===== src/rtl/shift_sequencer.sv =====
// rtl/shift_sequencer.sv - Moore sequencer that loads an 8-bit shift register and issues eight divided shift strobes.
// Also holds the 8-bit right-shift register (serial out from bit 0) that the sequencer drives.
module shift_sequencer #(
  parameter int DIV_W = 8
) (
  input  logic             C,
  input  logic             Reset,
  input  logic             Req,
  input  logic             Abort,
  input  logic [DIV_W-1:0] Div,
  output logic             SLOAD,
  output logic             Shift,
  output logic             Ack,
  output logic             Busy,
  output logic             Done,
  output logic [3:0]       BitCnt
);

  typedef enum logic [2:0] {
    S_IDLE  = 3'd0,
    S_LOAD  = 3'd1,
    S_WAIT  = 3'd2,
    S_SHIFT = 3'd3,
    S_DONE  = 3'd4
  } state_t;

  state_t           state_q, state_d;
  logic [DIV_W-1:0] div_q, div_d;
  logic [DIV_W-1:0] cnt_q, cnt_d;
  logic [3:0]       bitcnt_q, bitcnt_d;

  always_ff @(posedge C or posedge Reset) begin
    if (Reset) begin
      state_q  <= S_IDLE;
      div_q    <= '0;
      cnt_q    <= '0;
      bitcnt_q <= '0;
    end else begin
      state_q  <= state_d;
      div_q    <= div_d;
      cnt_q    <= cnt_d;
      bitcnt_q <= bitcnt_d;
    end
  end

  // Abort wins over every transition and also suppresses the BitCnt increment.
  always_comb begin
    state_d  = state_q;
    div_d    = div_q;
    cnt_d    = cnt_q;
    bitcnt_d = bitcnt_q;
    if (Abort && (state_q != S_IDLE)) begin
      state_d = S_IDLE;
    end else begin
      case (state_q)
        S_IDLE: begin
          if (Req) begin
            state_d  = S_LOAD;
            div_d    = Div;
            bitcnt_d = '0;
          end
        end
        S_LOAD: begin
          state_d = S_WAIT;
          cnt_d   = div_q;
        end
        S_WAIT: begin
          if (cnt_q == '0) begin
            state_d = S_SHIFT;
          end else begin
            cnt_d = cnt_q - DIV_W'(1);
          end
        end
        S_SHIFT: begin
          bitcnt_d = bitcnt_q + 4'd1;
          if (bitcnt_q == 4'd7) begin
            state_d = S_DONE;
          end else begin
            state_d = S_WAIT;
            cnt_d   = div_q;
          end
        end
        S_DONE: begin
          state_d = S_IDLE;
        end
        default: begin
          state_d = S_IDLE;
        end
      endcase
    end
  end

  assign SLOAD  = (state_q == S_LOAD);
  assign Ack    = (state_q == S_LOAD);
  assign Shift  = (state_q == S_SHIFT);
  assign Done   = (state_q == S_DONE);
  assign Busy   = (state_q != S_IDLE);
  assign BitCnt = bitcnt_q;

endmodule



===== config.mk =====
export PLATFORM = sky130hd
export DESIGN_NAME = shift_sequencer
export DESIGN_NICKNAME = d
export VERILOG_FILES = /design/src/rtl/shift_sequencer.sv
export SDC_FILE = /design/constraint.sdc
export NUM_CORES = 1
export LEC_CHECK = 0
export CORE_MARGIN = 1
export CORE_UTILIZATION = 51
export CTS_CLUSTER_DIAMETER = 120
export DETAILED_ROUTE_END_ITERATION = 16
export GPL_TIMING_DRIVEN = 1
export PLACE_DENSITY = 0.83
export SETUP_SLACK_MARGIN = 0.3
export SYNTH_ARGS = -nofsm -noshare
export SYNTH_HDL_FRONTEND = slang
export SYNTH_SLANG_ARGS = --single-unit

===== constraint.sdc =====
create_clock -name C -period 2.45 [get_ports C]
set_input_delay 0.49 -clock C [delete_from_list [all_inputs] [get_ports C]]
set_output_delay 0.49 -clock C [all_outputs]
set_load 0.1 [all_outputs]

== Word-level counts from Yosys, hierarchy flattened ==
Cells that the tools add are included.

* $add $sub $neg: 2
* Equality and inequality tests: 10
* Mux-type cells: 10
* Bitwise logic cells: 1
* Reduce and logical (&&, ||, !) cells: 10

{| class="wikitable"
|+ Operators by type and width
! cell !! count
|-
| $pmux 8 s3 || 1
|-
| $mux 8 || 2
|-
| $mux 3 || 4
|-
| $pmux 3 s4 || 1
|-
| $logic_not 8->1 || 1
|-
| $pmux 4 s2 || 1
|-
| $sub 8x1->8 const B || 1
|-
| $eq 3x2->1 const B || 2
|-
| $ne 2x2->1 const B || 3
|-
| $ne 3x3->1 const B || 2
|-
| $reduce_and 3->1 || 2
|-
| $reduce_bool 3->1 || 2
|-
| $add 4x1->4 const B || 1
|-
| $eq 4x3->1 const B || 1
|-
| $mux 4 || 1
|-
| $reduce_and 4->1 || 1
|-
| $eq 3x1->1 const B || 1
|-
| $eq 3x3->1 const B || 1
|-
| $logic_not 3->1 || 1
|-
| $reduce_and 2->1 || 1
|-
| $reduce_bool 2->1 || 1
|-
| $logic_and 1x1->1 || 1
|-
| $not 1->1 || 1
|}

* Bits in registers: 23
* Bits of input ports: 12
* Output and inout bits: 9
* Word-level logic and storage cells: 37

== Logic depth before layout (Yosys ltp) ==
* Depth after elaboration: 4
* Depth in mapped cells: 7
* Depth with buffers taken out: 6

== Worst setup path before layout ==
No wires, ideal clock.

* Path kind: reg2out
* From: register state_q[2]
* To: output SLOAD
* Arrival time: 3.331 ns
* Required time: 1.960 ns
* Setup slack: -1.371 ns
* Stages on the path, launching flop included: 4
* Cell sequence: dfrtp_1 -> buf_4 -> nor3b_1 -> buf_4

* Longest elaborated chain between the ends: 1

{| class="wikitable"
|+ RTL lines
! what !! line !! RTL
|-
| start, declared || 27 || <nowiki>state_t state_q, state_d;</nowiki>
|-
| start signal, assigned || 39 || <nowiki>state_q <= state_d;</nowiki>
|-
| $eq 3x1->1 || n/a ||
|-
| end, declared || 11 || <nowiki>output logic SLOAD,</nowiki>
|}

Every way passes these cells.

== Worst setup path in the final report ==
* From: register state_q[2]
* To: register cnt_q[1]

* Longest elaborated chain between the ends: 4
* Elaborated cells on any way between the ends: 11

{| class="wikitable"
|+ RTL lines
! what !! line !! RTL
|-
| branches (longest 4 deep; another with $reduce_and 4->1) || n/a ||
|-
| end signal, assigned || 41 || <nowiki>cnt_q <= cnt_d;</nowiki>
|-
| end, declared || 29 || <nowiki>logic [DIV_W-1:0] cnt_q, cnt_d;</nowiki>
|}

Parallel ways; which one is timed is not known.
A chain may end at the register's enable or synchronous reset.

==> metrics <==
Pwr Total=1.25 mW; Worst Hold Class=input pin to asynchronous set/reset pin; min Tclk post-route=2.10 ns; total grt overflow=0; most common cell after layout, fill and taps aside=dfrtp_1; peak per-stage delay on the critical path=0.60 ns; number of global-route vias before repair=890; placed cell areas=0.00151 sq mm; FMAX=476 MHz; fin crit share=85.8%; Routed Antenna Nets=0; htree depth=1; Net Sw Frac=38.5%; Post-Syn Area per Cell=10.9 sq um; share of layout cells above drive strength 1=30.9%; Clock Tree Root=clkbuf_4; clock-pin transition on the worst setup and hold timing paths=0.13 ns; crit path to=cnt_q[1]$_DFFE_PP0P_; 1st-pass router iterations=4; post-synthesis sequential area ratio=46.7%; RSZ-0062 raised after global routing=no; CP cell instances=or3b_1 > or4_4 > nand2_4 > mux2_4; R2R depth=4; slew margin rel.=59.9%; standard-cell rows=17; r2r startpoint=state_q[2]$_DFFE_PP0P_; first-pass GRT wire length=4130 um; delay-heaviest family, CP=simple AND/OR/NAND/NOR gates; wire length per cell=14.7 um; status=complete, no violations; Buf/Inv on CP=0; RR Endpoint=cnt_q[1]$_DFFE_PP0P_; ant diodes=0; Reg power frac=45.8%; VDD IR max=0.548 mV; Yosys cell types=38; die span in x=51.2 um; Critical Path AT=2.30 ns; fin cells=164; Pwr per Cell Area=812 mW/mm^2; CP Class=flop to flop; clk sinks=23; WL final=2410 um; post_cts resized=0; Area growth syn-to-layout=24.9%; Syn Nets=128; initial antenna violation count=0; I/O Buffers=20; clk_skew=0.0103 ns; Tightest Pin Transition=0.601 ns; Ys Warns=0; height of the chip=51.2 um; Comb pwr share=40.4%; Final HPWL DP=1790 um; Total Neg Setup Slack=0 ns; fin area=0.00154 sq mm; CP Capture Type=flop; Hold Fails Final Rpt=0; largest net degree at the start of global routing=17; vias=958; reg-to-reg slack, setup=0.35 ns; overall routing resource usage=21.7%; Crit. Startpoint=state_q[2]$_DFFE_PP0P_; CP required=2.65 ns; placed cells=159; die area=0.00262 sq mm; Synth Instances=113; NetSw=481 uW; Pins Over Slew Limit=0; synthesized cell area=0.00123 sq mm; Core ar.=0.00225 sq mm; First DRT Iteration DRCs=16; Filler cells=187; nets=152; Lkg Pwr=0.637 nW; Initial Utilization=54.7%; post-DR vias/cell=5.84; crit path max fanout=9; #FFs+latches synth=23; slowest library cell on the worst path=or4_4; CTS Hold Bufs=0; WP depth=4; Final setup viols=0; Max Cap Viol=0; P_int=769 uW; Worst-Skew Late Latency=0.31 ns; GPL Wtd Cong=0.858; most frequent cells in the layout=19 x dfrtp_1, 13 x buf_4, 11 x clkdlybuf4s50_1; TritonCTS clock tree=built; startpoint type of the worst setup path=flop; # DRC=0; Clk pwr share=13.8%; I/O Pins=21; CTS Buf Count=3; Clock Path Buffers=2
==> final cells by class <==
| class | instances | area [sq um] | share of cell area, % |
|---|---|---|---|
| Inverter | 4 | 15.0 | 0.976 |
| Tap cell | 28 | 35.0 | 2.28 |
| Clock buffer | 4 | 26.3 | 1.71 |
| Timing Repair Buffer | 26 | 248 | 16.1 |
| Multi-Input combinational cell | 79 | 629 | 40.9 |
| Sequential cell | 23 | 586 | 38.0 |
==> stage by stage <==
stage          hold WS (ns)  setup slack [ns]  utilization [%]
6_report              0.487             0.348             68.3
5_1_grt               0.532             0.317             68.3
4_1_cts               0.517             0.318             68.3
3_5_place_dp          0.500             0.281             66.8
3_3_place_gp          0.492             0.338             66.8
2_1_floorplan         0.471             0.243                -
==> power by group through the flow <==
stage	sequential [mW]	clock (mW)	combinational, mW
floorplan	0.580	0	0.368
global route	0.584	0.190	0.552
CTS	0.571	0.177	0.506
finish	0.572	0.173	0.505
global placement	0.578	0	0.472
detailed placement	0.587	0	0.480
==> cells in the mapped netlist, drive strengths merged <==
cell / instances / area (sq um)
nand2b: 3 / 18.8
o211ai: 1 / 7.51
o21ai: 4 / 20.0
or3b: 1 / 8.76
o2111ai: 1 / 8.76
nor3: 3 / 15.0
a2111oi: 1 / 27.5
or4: 2 / 22.5
nor2: 6 / 22.5
inv: 4 / 15.0
a22o: 1 / 8.76
clkbuf: 1 / 3.75
xor2: 2 / 17.5
mux2: 10 / 116
nor3b: 2 / 15.0
nand2: 6 / 30.0
nand4: 1 / 6.26
and2: 1 / 6.26
dfrtp: 23 / 576
mux2i: 1 / 10.0
nor4: 4 / 25.0
a21oi: 7 / 35.0
buf: 6 / 38.8
and3b: 2 / 18.8
or3: 3 / 20.0
ha: 3 / 37.5
nor4bb: 1 / 10.0
nand3: 5 / 25.0
a31oi: 1 / 6.26
o2bb2ai: 6 / 52.6
o31ai: 1 / 7.51
==> timing repair <==
action                                  4_1_cts  5_1_grt
setup buffers                                 1        0
pin swaps                                     0        1
endpoints found under the setup margin        1        1
==> worst min path at each step <==
stage | from | endpoint | slack, ns | cells after the start
5_1_grt | div_q[1]$_DFFE_PP0P_ | div_q[1]$_DFFE_PP0P_ | 0.53 | 1
3_3_place_gp | div_q[1]$_DFFE_PP0P_ | div_q[1]$_DFFE_PP0P_ | 0.49 | 1
6_report | Reset | div_q[7]$_DFFE_PP0P_ | 0.49 | 2
4_1_cts | Reset | div_q[3]$_DFFE_PP0P_ | 0.52 | 2
2_1_floorplan | cnt_q[5]$_DFFE_PP0P_ | cnt_q[5]$_DFFE_PP0P_ | 0.47 | 1
3_5_place_dp | div_q[1]$_DFFE_PP0P_ | div_q[1]$_DFFE_PP0P_ | 0.50 | 1
==> logic make-up after synthesis <==
| group | after synthesis | share of synthesized area (%) |
|---|---|---|
| AND/OR/NAND/NOR | 40 | 19.8 |
| XOR/XNOR | 2 | 1.42 |
| AO/OA/AOI/OAI | 23 | 14.1 |
| flip-flops | 23 | 46.7 |
| buffers and inverters | 11 | 4.67 |
| adder cells (fa/ha/maj) | 3 | 3.05 |
| multiplexers | 11 | 10.3 |
==> per-layer routing <==
layer  up-vias  part of all wire (%)  track usage, %
li1        463                     -               -
met1       459                    45            27.7
met2        29                    48            35.3
met3         7                   4.2            3.87
met4         0                   2.7            10.6
met5         -                     0               0
==> flip-flops by register name, indices dropped and copies added (netlist names) <==
| register | cells |
|---|---|
| cnt_q | 8 |
| BitCnt | 4 |
| state_q | 3 |
| div_q | 8 |
(Power assumes the default switching activity.)
